### src/rtl/bp_mem_traffic_gen.sv
// Memory traffic generator: writes a seeded pattern to num_words_p words, reads
// them back, and reports mismatches and response timeouts.
module bp_mem_traffic_gen #(
    parameter int                      addr_width_p = 40,
    parameter int                      data_width_p = 64,
    parameter int                      num_words_p  = 256,
    parameter logic [addr_width_p-1:0] base_addr_p  = 40'h80_0000_0000,
    parameter int                      timeout_p    = 1024,
    localparam int                     msg_width_lp = 2 + addr_width_p + data_width_p
) (
    input  logic                    clk_i,
    input  logic                    reset_n_i,
    input  logic                    start_i,
    input  logic [data_width_p-1:0] seed_i,
    output logic [msg_width_lp-1:0] mem_cmd_o,
    output logic                    mem_cmd_v_o,
    input  logic                    mem_cmd_ready_i,
    input  logic [msg_width_lp-1:0] mem_resp_i,
    input  logic                    mem_resp_v_i,
    output logic                    mem_resp_yumi_o,
    output logic                    done_o,
    output logic                    pass_o,
    output logic                    timeout_o,
    output logic [15:0]             error_count_o
);

    localparam int idx_w_lp   = (num_words_p > 1) ? $clog2(num_words_p) : 1;
    localparam int to_w_lp    = $clog2(timeout_p + 1);
    localparam int bytes_lp   = data_width_p / 8;
    localparam logic [1:0] op_rd_lp = 2'b00;
    localparam logic [1:0] op_wr_lp = 2'b01;

    typedef enum logic [2:0] {
        IDLE,
        WR_CMD,
        WR_RESP,
        RD_CMD,
        RD_RESP,
        DONE
    } state_e;

    state_e                    state_q, state_d;
    logic [idx_w_lp-1:0]       idx_q, idx_d;
    logic [data_width_p-1:0]   seed_q, seed_d;
    logic [15:0]               err_q, err_d;
    logic [to_w_lp-1:0]        to_cnt_q, to_cnt_d;
    logic                      timeout_q, timeout_d;

    logic [addr_width_p-1:0]   exp_addr;
    logic [data_width_p-1:0]   exp_pat;
    logic [1:0]                resp_op;
    logic [addr_width_p-1:0]   resp_addr;
    logic [data_width_p-1:0]   resp_data;
    logic                      resp_bad;
    logic                      last_word;
    logic [to_w_lp-1:0]        to_inc;

    assign exp_addr  = base_addr_p + addr_width_p'(idx_q) * addr_width_p'(bytes_lp);
    assign exp_pat   = seed_q ^ data_width_p'(idx_q);
    assign resp_op   = mem_resp_i[1:0];
    assign resp_addr = mem_resp_i[addr_width_p+1:2];
    assign resp_data = mem_resp_i[msg_width_lp-1:addr_width_p+2];
    assign last_word = (idx_q == idx_w_lp'(num_words_p - 1));
    assign to_inc    = to_cnt_q + to_w_lp'(1);

    // NOTE: every combinational output gets a default first so no path can infer a latch.
    always_comb begin
        state_d         = state_q;
        idx_d           = idx_q;
        seed_d          = seed_q;
        err_d           = err_q;
        to_cnt_d        = to_cnt_q;
        timeout_d       = timeout_q;
        mem_cmd_o       = '0;
        mem_cmd_v_o     = 1'b0;
        mem_resp_yumi_o = 1'b0;
        resp_bad        = 1'b0;

        case (state_q)
            IDLE, DONE: begin
                if (start_i) begin
                    seed_d    = seed_i;
                    idx_d     = '0;
                    err_d     = '0;
                    to_cnt_d  = '0;
                    timeout_d = 1'b0;
                    state_d   = WR_CMD;
                end
            end
            WR_CMD, RD_CMD: begin
                mem_cmd_v_o = 1'b1;
                mem_cmd_o   = (state_q == WR_CMD) ? {exp_pat, exp_addr, op_wr_lp}
                                                  : {{data_width_p{1'b0}}, exp_addr, op_rd_lp};
                if (mem_cmd_ready_i) begin
                    to_cnt_d = '0;
                    state_d  = (state_q == WR_CMD) ? WR_RESP : RD_RESP;
                end
            end
            WR_RESP, RD_RESP: begin
                mem_resp_yumi_o = mem_resp_v_i;
                if (mem_resp_v_i) begin
                    if (state_q == WR_RESP) begin
                        resp_bad = (resp_op != op_wr_lp) || (resp_addr != exp_addr);
                    end else begin
                        resp_bad = (resp_op != op_rd_lp) || (resp_addr != exp_addr)
                                   || (resp_data != exp_pat);
                    end
                    if (resp_bad && (err_q != 16'hFFFF)) begin
                        err_d = err_q + 16'd1;
                    end
                    if (!last_word) begin
                        idx_d   = idx_q + idx_w_lp'(1);
                        state_d = (state_q == WR_RESP) ? WR_CMD : RD_CMD;
                    end else if (state_q == WR_RESP) begin
                        idx_d   = '0;
                        state_d = RD_CMD;
                    end else begin
                        state_d = DONE;
                    end
                end else if (to_inc == to_w_lp'(timeout_p)) begin
                    timeout_d = 1'b1;
                    state_d   = DONE;
                end else begin
                    to_cnt_d = to_inc;
                end
            end
            default: state_d = IDLE;
        endcase
    end

    // NOTE: state registers use non-blocking assignments so all flops update together.
    always_ff @(posedge clk_i or negedge reset_n_i) begin
        if (!reset_n_i) begin
            state_q   <= IDLE;
            idx_q     <= '0;
            seed_q    <= '0;
            err_q     <= '0;
            to_cnt_q  <= '0;
            timeout_q <= 1'b0;
        end else begin
            state_q   <= state_d;
            idx_q     <= idx_d;
            seed_q    <= seed_d;
            err_q     <= err_d;
            to_cnt_q  <= to_cnt_d;
            timeout_q <= timeout_d;
        end
    end

    assign done_o        = (state_q == DONE);
    assign timeout_o     = timeout_q;
    assign error_count_o = err_q;
    assign pass_o        = done_o & (err_q == 16'd0) & ~timeout_q;

endmodule

### config.mk
export PLATFORM = sky130hd
export DESIGN_NAME = bp_mem_traffic_gen
export DESIGN_NICKNAME = d
export VERILOG_FILES = /design/src/rtl/bp_mem_traffic_gen.sv
export SDC_FILE = /design/constraint.sdc
export NUM_CORES = 1
export LEC_CHECK = 0
export ABC_AREA = 1
export CORE_MARGIN = 2
export CORE_UTILIZATION = 40
export DETAILED_ROUTE_END_ITERATION = 7
export PLACE_DENSITY_LB_ADDON = 0.25
export SKIP_CTS_REPAIR_TIMING = 1
export SYNTH_ARGS = -nofsm -noshare
export SYNTH_HDL_FRONTEND = slang
export SYNTH_SLANG_ARGS = --single-unit
### constraint.sdc
create_clock -name clk_i -period 2.1 [get_ports clk_i]
set_input_delay 0.315 -clock clk_i [delete_from_list [all_inputs] [get_ports clk_i]]
set_output_delay 0.315 -clock clk_i [all_outputs]
set_load 0.02 [all_outputs]
Yosys cells after proc, flatten, opt, wreduce, memory -nomap -nowiden
Cells that the tools add are included.

cells by class
  bitwise gates (word level) = 4
  add/sub/neg operators = 4
  equal/unequal tests = 20
  mux-type cells = 34
  reduce and logical (&&, ||, !) cells = 18

operator list
  operator                  number
  $mux W106                 2
  $ne A64 B64 Y1            1
  $xor A64 B8 Y64           1
  $mux W16                  3
  $mux W11                  4
  $add A40 B11 Y40 const A  1
  $ne A40 B40 Y1            1
  $pmux W11 S3              1
  $mux W8                   4
  $pmux W16 S2              1
  $mux W3                   7
  $add A16 B1 Y16 const B   1
  $logic_not A16 Y1         1
  $ne A16 B16 Y1 const B    1
  $pmux W8 S2               1
  $ne A2 B2 Y1 const B      7
  $reduce_and A4 Y1         3
  $add A11 B1 Y11 const B   1
  $eq A11 B11 Y1 const B    1
  $pmux W3 S3               1
  $add A8 B1 Y8 const B     1
  $eq A8 B8 Y1 const B      1
  $mux W1                   8
  $eq A3 B2 Y1 const B      2
  17 further kinds          25

word-level totals
  output and inout bits = 127
  flip-flop bits (word level) = 103
  input port bits = 175
  logic and storage cells = 86

Depth between registers and ports, before layout
  word-level depth = 11
  gate-level depth with buffers = 17
  gate-level depth less buffers = 16

Worst setup path before layout
No wires, ideal clock.

  path type = reg-to-output
  from = reg state_q[2]
  to = out mem_cmd_o[48]
  arrival = 1.916 ns
  cell stages (with the launch flop) = 6
  required time = 1.785 ns
  buffers on the path = 2
  slack = -0.131 ns
  cells stage by stage = dfrtp_1 -> nor3_1 -> inv_2 -> clkbuf_1 -> clkbuf_1 -> a21oi_1

between the ends
  word-level cells in the longest chain between the ends = 3
  elaborated cells between the ends (all ways) = 5

RTL lines
  item                                                  RTL line  source
  start, declared                                       42        state_e state_q, state_d;
  start signal, assigned                                141       state_q <= state_d;
  $eq A3 B1 Y1 / $eq A3 B2 Y1 (equally long branches)   79, 92
  $mux W106 / $reduce_or A2 Y1 (equally long branches)  92, 79
  $mux W106 *                                           79        case (state_q)
  end, declared                                         15        output logic [msg_width_lp-1:0] mem_cmd_o,

Every way passes the cells marked *; elsewhere a longest branch is shown, timed or not.

Final worst setup path
  from = reg to_cnt_q[1]
  to = reg to_cnt_q[4]

between the ends
  word-level cells in the longest chain between the ends = 4
  elaborated cells between the ends (all ways) = 7

RTL lines
  item                                                                RTL line  source
  start, declared                                                     46        logic [to_w_lp-1:0] to_cnt_q, to_cnt_d;
  start signal, assigned                                              145       to_cnt_q <= to_cnt_d;
  $add A11 B1 Y11 *                                                   64        assign to_inc = to_cnt_q + to_w_lp'(1);
  $eq A11 B11 Y1 / $mux W11 (equally long branches)                   120       end else if (to_inc == to_w_lp'(timeout_p)) begin
  $ne A2 B2 Y1 (no line) / $mux W11 (equally long branches)           --
  $reduce_and A5 Y1 (no line) / $pmux W11 S3 (equally long branches)  --

Every way passes the cells marked *; elsewhere a longest branch is shown, timed or not. The select of a mux whose other input is x is not followed.
A chain may end at the register's enable or synchronous reset.

==> flow_metrics.py <==
metrics = {
    "run_status": {
        "outcome": "complete, but fails checks",
        "violations": "negative setup slack",
    },
    "synth": {
        "synthFlopType": "dfrtp_1",
        "ys_seq_elements": 103,
        "synth_edf_count": 0,
        "synth_cells": 1083,
        "async_reset_ff_share_pct": 100,
        "netlist_area_um2": 6930,
        "yosysMostFrequentCell": "nand2_1",
        "yosys.area.top_type": "dfrtp_1",
        "synth_top_cell_area_share_pct": 37.2,
        "ys_seq_area_share_pct": 37.2,
        "synth_area_leaders": "dfrtp_1 37%, nand2_1 20%, inv_1 8.7%",
        "syn_avg_cell_area_um2": 6.39,
        "ys.warnings.count": 0,
        "synth_common_cells": "363 x nand2_1, 161 x inv_1, 147 x nor2_1",
        "synthDistinctLibCells": 39,
    },
    "worst_setup_path": {
        "cp_slowest_cell": "dfrtp_1",
        "reg2reg_slack_ns": -0.09,
        "start_kind": "register",
        "endpoint_kind": "register",
        "crit_type": "reg -> reg",
        "cpPeakStageDelay_ns": 0.39,
        "required_ns": 2.39,
        "cp.arrival_ns": 2.48,
        "crit_path_cell_trace": "ha_2, nand3_4, buf_6, xnor2_4, nor3_2, nand3_1, nor2_1, nand3_2, o21ai_4, clkbuf_16, nand2_4, nand2_2",
        "critPathMaxFanout": 5,
    },
    "placed_design": {
        "dp_hpwl_mm": 17.3,
        "place_area_um2": 10200,
        "port_buffers": 269,
        "dp_cells": 1603,
        "gp_congestion": 0.894,
    },
    "power_and_ir_drop": {
        "p_sw_share_pct": 47.3,
        "p_leak_uw": 0.00619,
        "power.density_nw_per_um2": 1120,
        "pwr-share-seq_pct": 25.1,
        "p_comb_share_pct": 61.3,
        "finalPower_uw": 12200,
        "p_clk_share_pct": 13.7,
        "p_sw_uw": 5780,
        "p_int_uw": 6440,
        "vdd_drop_max_mv": 1.08,
    },
    "sta": {
        "hold_violations": 0,
        "period_needed_ns": 2.19,
        "rsz0062_at_grt": "true",
        "max_freq_mhz": 457,
        "report.final.slew_viol_count": 0,
        "slew-limit-headroom_pct": 64.7,
        "fin_ws_ns": -0.0890,
        "period_share_pct": 104,
        "finalSetupViolations": 19,
        "holdWs_ns": 0.483,
        "tightest_slew_ns": 0.530,
        "fin_skew_ns": 0.0106,
    },
    "final_layout": {
        "postLayoutCoreUtil_pct": 64.0,
        "finalInstanceArea_um2": 11000,
        "multi_input_area_um2": 3830,
        "finalNetCount": 1584,
        "area_growth_pct": 58.1,
        "instances_no_fill": 1635,
        "drive_above_1_share_pct": 14.0,
        "fillers": 1531,
        "seq_area_um2": 2580,
    },
    "global_routing": {
        "first_global_vias": 6885,
        "grt_antenna_before_repair": 1,
        "grt_pass1_wl_mm": 34.1,
        "grt_max_degree": 66,
        "track_usage_pct": 23.6,
        "grt-ovfl-total": 0,
    },
    "clocking": {
        "numClockSinks": 103,
        "numCtsBuffers": 9,
        "clk_pin_slew_ns": 0.07,
        "cts_buffer_depth": 2,
        "clock-root-buffer": "clkbuf_16",
        "clkLatencyLatePin_ns": 0.35,
        "tritoncts": "built",
        "htree_levels": 3,
    },
    "floorplan": {
        "die_w_um": 136,
        "rows": 48,
        "core_um2": 17100,
        "die_y_um": 136,
        "die_area_um2": 18400,
        "ios": 302,
        "initial_utilization_pct": 40.5,
    },
    "route": {
        "wl_per_cell_um": 14.2,
        "drc_errors": 0,
        "vias": 7685,
        "drt_first_iter_violations": 385,
        "drt_first_pass_iters": 5,
        "antenna_left": 0,
        "totalWireLength_mm": 23.3,
        "via_per_inst": 4.70,
    },
    "flow_run": {
        "maxCapViolations": 0,
    },
    "hold_path": {
        "hp-class": "in -> async",
    },
}
==> kinds of logic after synthesis <==
group | count (synthesis) | share of synthesized area (%)
compound gates | 121 | 9.14
fa+ha+maj | 5 | 0.903
other cells | 1 | 0.0541
flops | 103 | 37.2
xor+xnor | 16 | 2.02
simple gates | 609 | 36.2
buf+inv | 228 | 14.4
==> cells in the final DEF (no fill, tap or decap), types with 10 or more instances in the layout <==
master	count
buf_4	55
dlymetal6s2s_1	54
clkbuf_16	10
clkbuf_2	21
nor2_1	141
nor3_1	11
dfrtp_1	100
o21ai_0	82
inv_1	159
nand3_1	41
nand2_1	331
clkdlybuf4s50_1	190
nand2_4	11
nand2_2	27
a21oi_1	18
conb_1	32
nor4_1	10
==> per-stage QoR <==
step / setup TNS (ns) / setup WS (ns)
floorplan: 0 / 0.0438
global placement: -4.48 / -0.285
detailed placement: -5.18 / -0.337
CTS: -22.46 / -0.339
global route: -4.43 / -0.188
finish: -0.770 / -0.0890
==> sequential cells by signal, indices dropped and copies added, names as in the netlist <==
signal	count
seed_q	64
error_count_o	16
state_q	3
timeout_o	1
idx_q	8
to_cnt_q	11
==> layout make-up <==
cell class	count	share of cell area [%]
Multi-Input combinational cell	786	35.0
Antenna cell	1	0.0228
Inverter	168	5.80
Sequential cell	103	23.6
Clock buffer	14	2.50
Timing Repair Buffer	336	30.4
Clock inverter	2	0.126
Tap cell	225	2.57
==> power groups by stage <==
stage / Sequential, uW / Clock, uW / Combinational, uW
finish: 3070 / 1670 / 7490
global route: 3150 / 1790 / 8290
CTS: 3060 / 1710 / 7160
detailed placement: 3100 / 0 / 7120
global placement: 3070 / 0 / 7030
floorplan: 3060 / 0 / 4330
==> worst max-delay path, delay by kind of cell (launching register included) <==
kind / cells / cell delay, ns
compound gates: 1 / 0.26
xor+xnor: 1 / 0.12
fa+ha+maj: 1 / 0.22
buf+inv: 2 / 0.34
flops: 1 / 0.39
simple gates: 7 / 0.80
==> per-layer routing <==
metal / vias to the layer above / global-route usage, % / share of wire, %
met3: 31 / 4.64 / 6.6
met5: - / 0 / 0
met4: 0 / 8.45 / 2.1
met1: 3497 / 29.9 / 42
li1: 3902 / - / -
met2: 255 / 40.2 / 49
==> path summary, 6_finish.rpt <==
kind,startpoint,to,cells past startpoint
worst max-delay path,to_cnt_q[1]$_DFFE_PN0P_,to_cnt_q[4]$_DFFE_PN0P_,12
worst min-delay path,reset_n_i,seed_q[39]$_DFFE_PN0P_,2
worst max register to register,to_cnt_q[1]$_DFFE_PN0P_,to_cnt_q[4]$_DFFE_PN0P_,12
worst min register to register,seed_q[0]$_DFFE_PN0P_,seed_q[0]$_DFFE_PN0P_,2
max in group asynchronous,reset_n_i,to_cnt_q[2]$_DFFE_PN0P_,3
min in group clk_i,seed_i[5],seed_q[5]$_DFFE_PN0P_,3
Note: power is estimated with default switching activity, not from simulation.
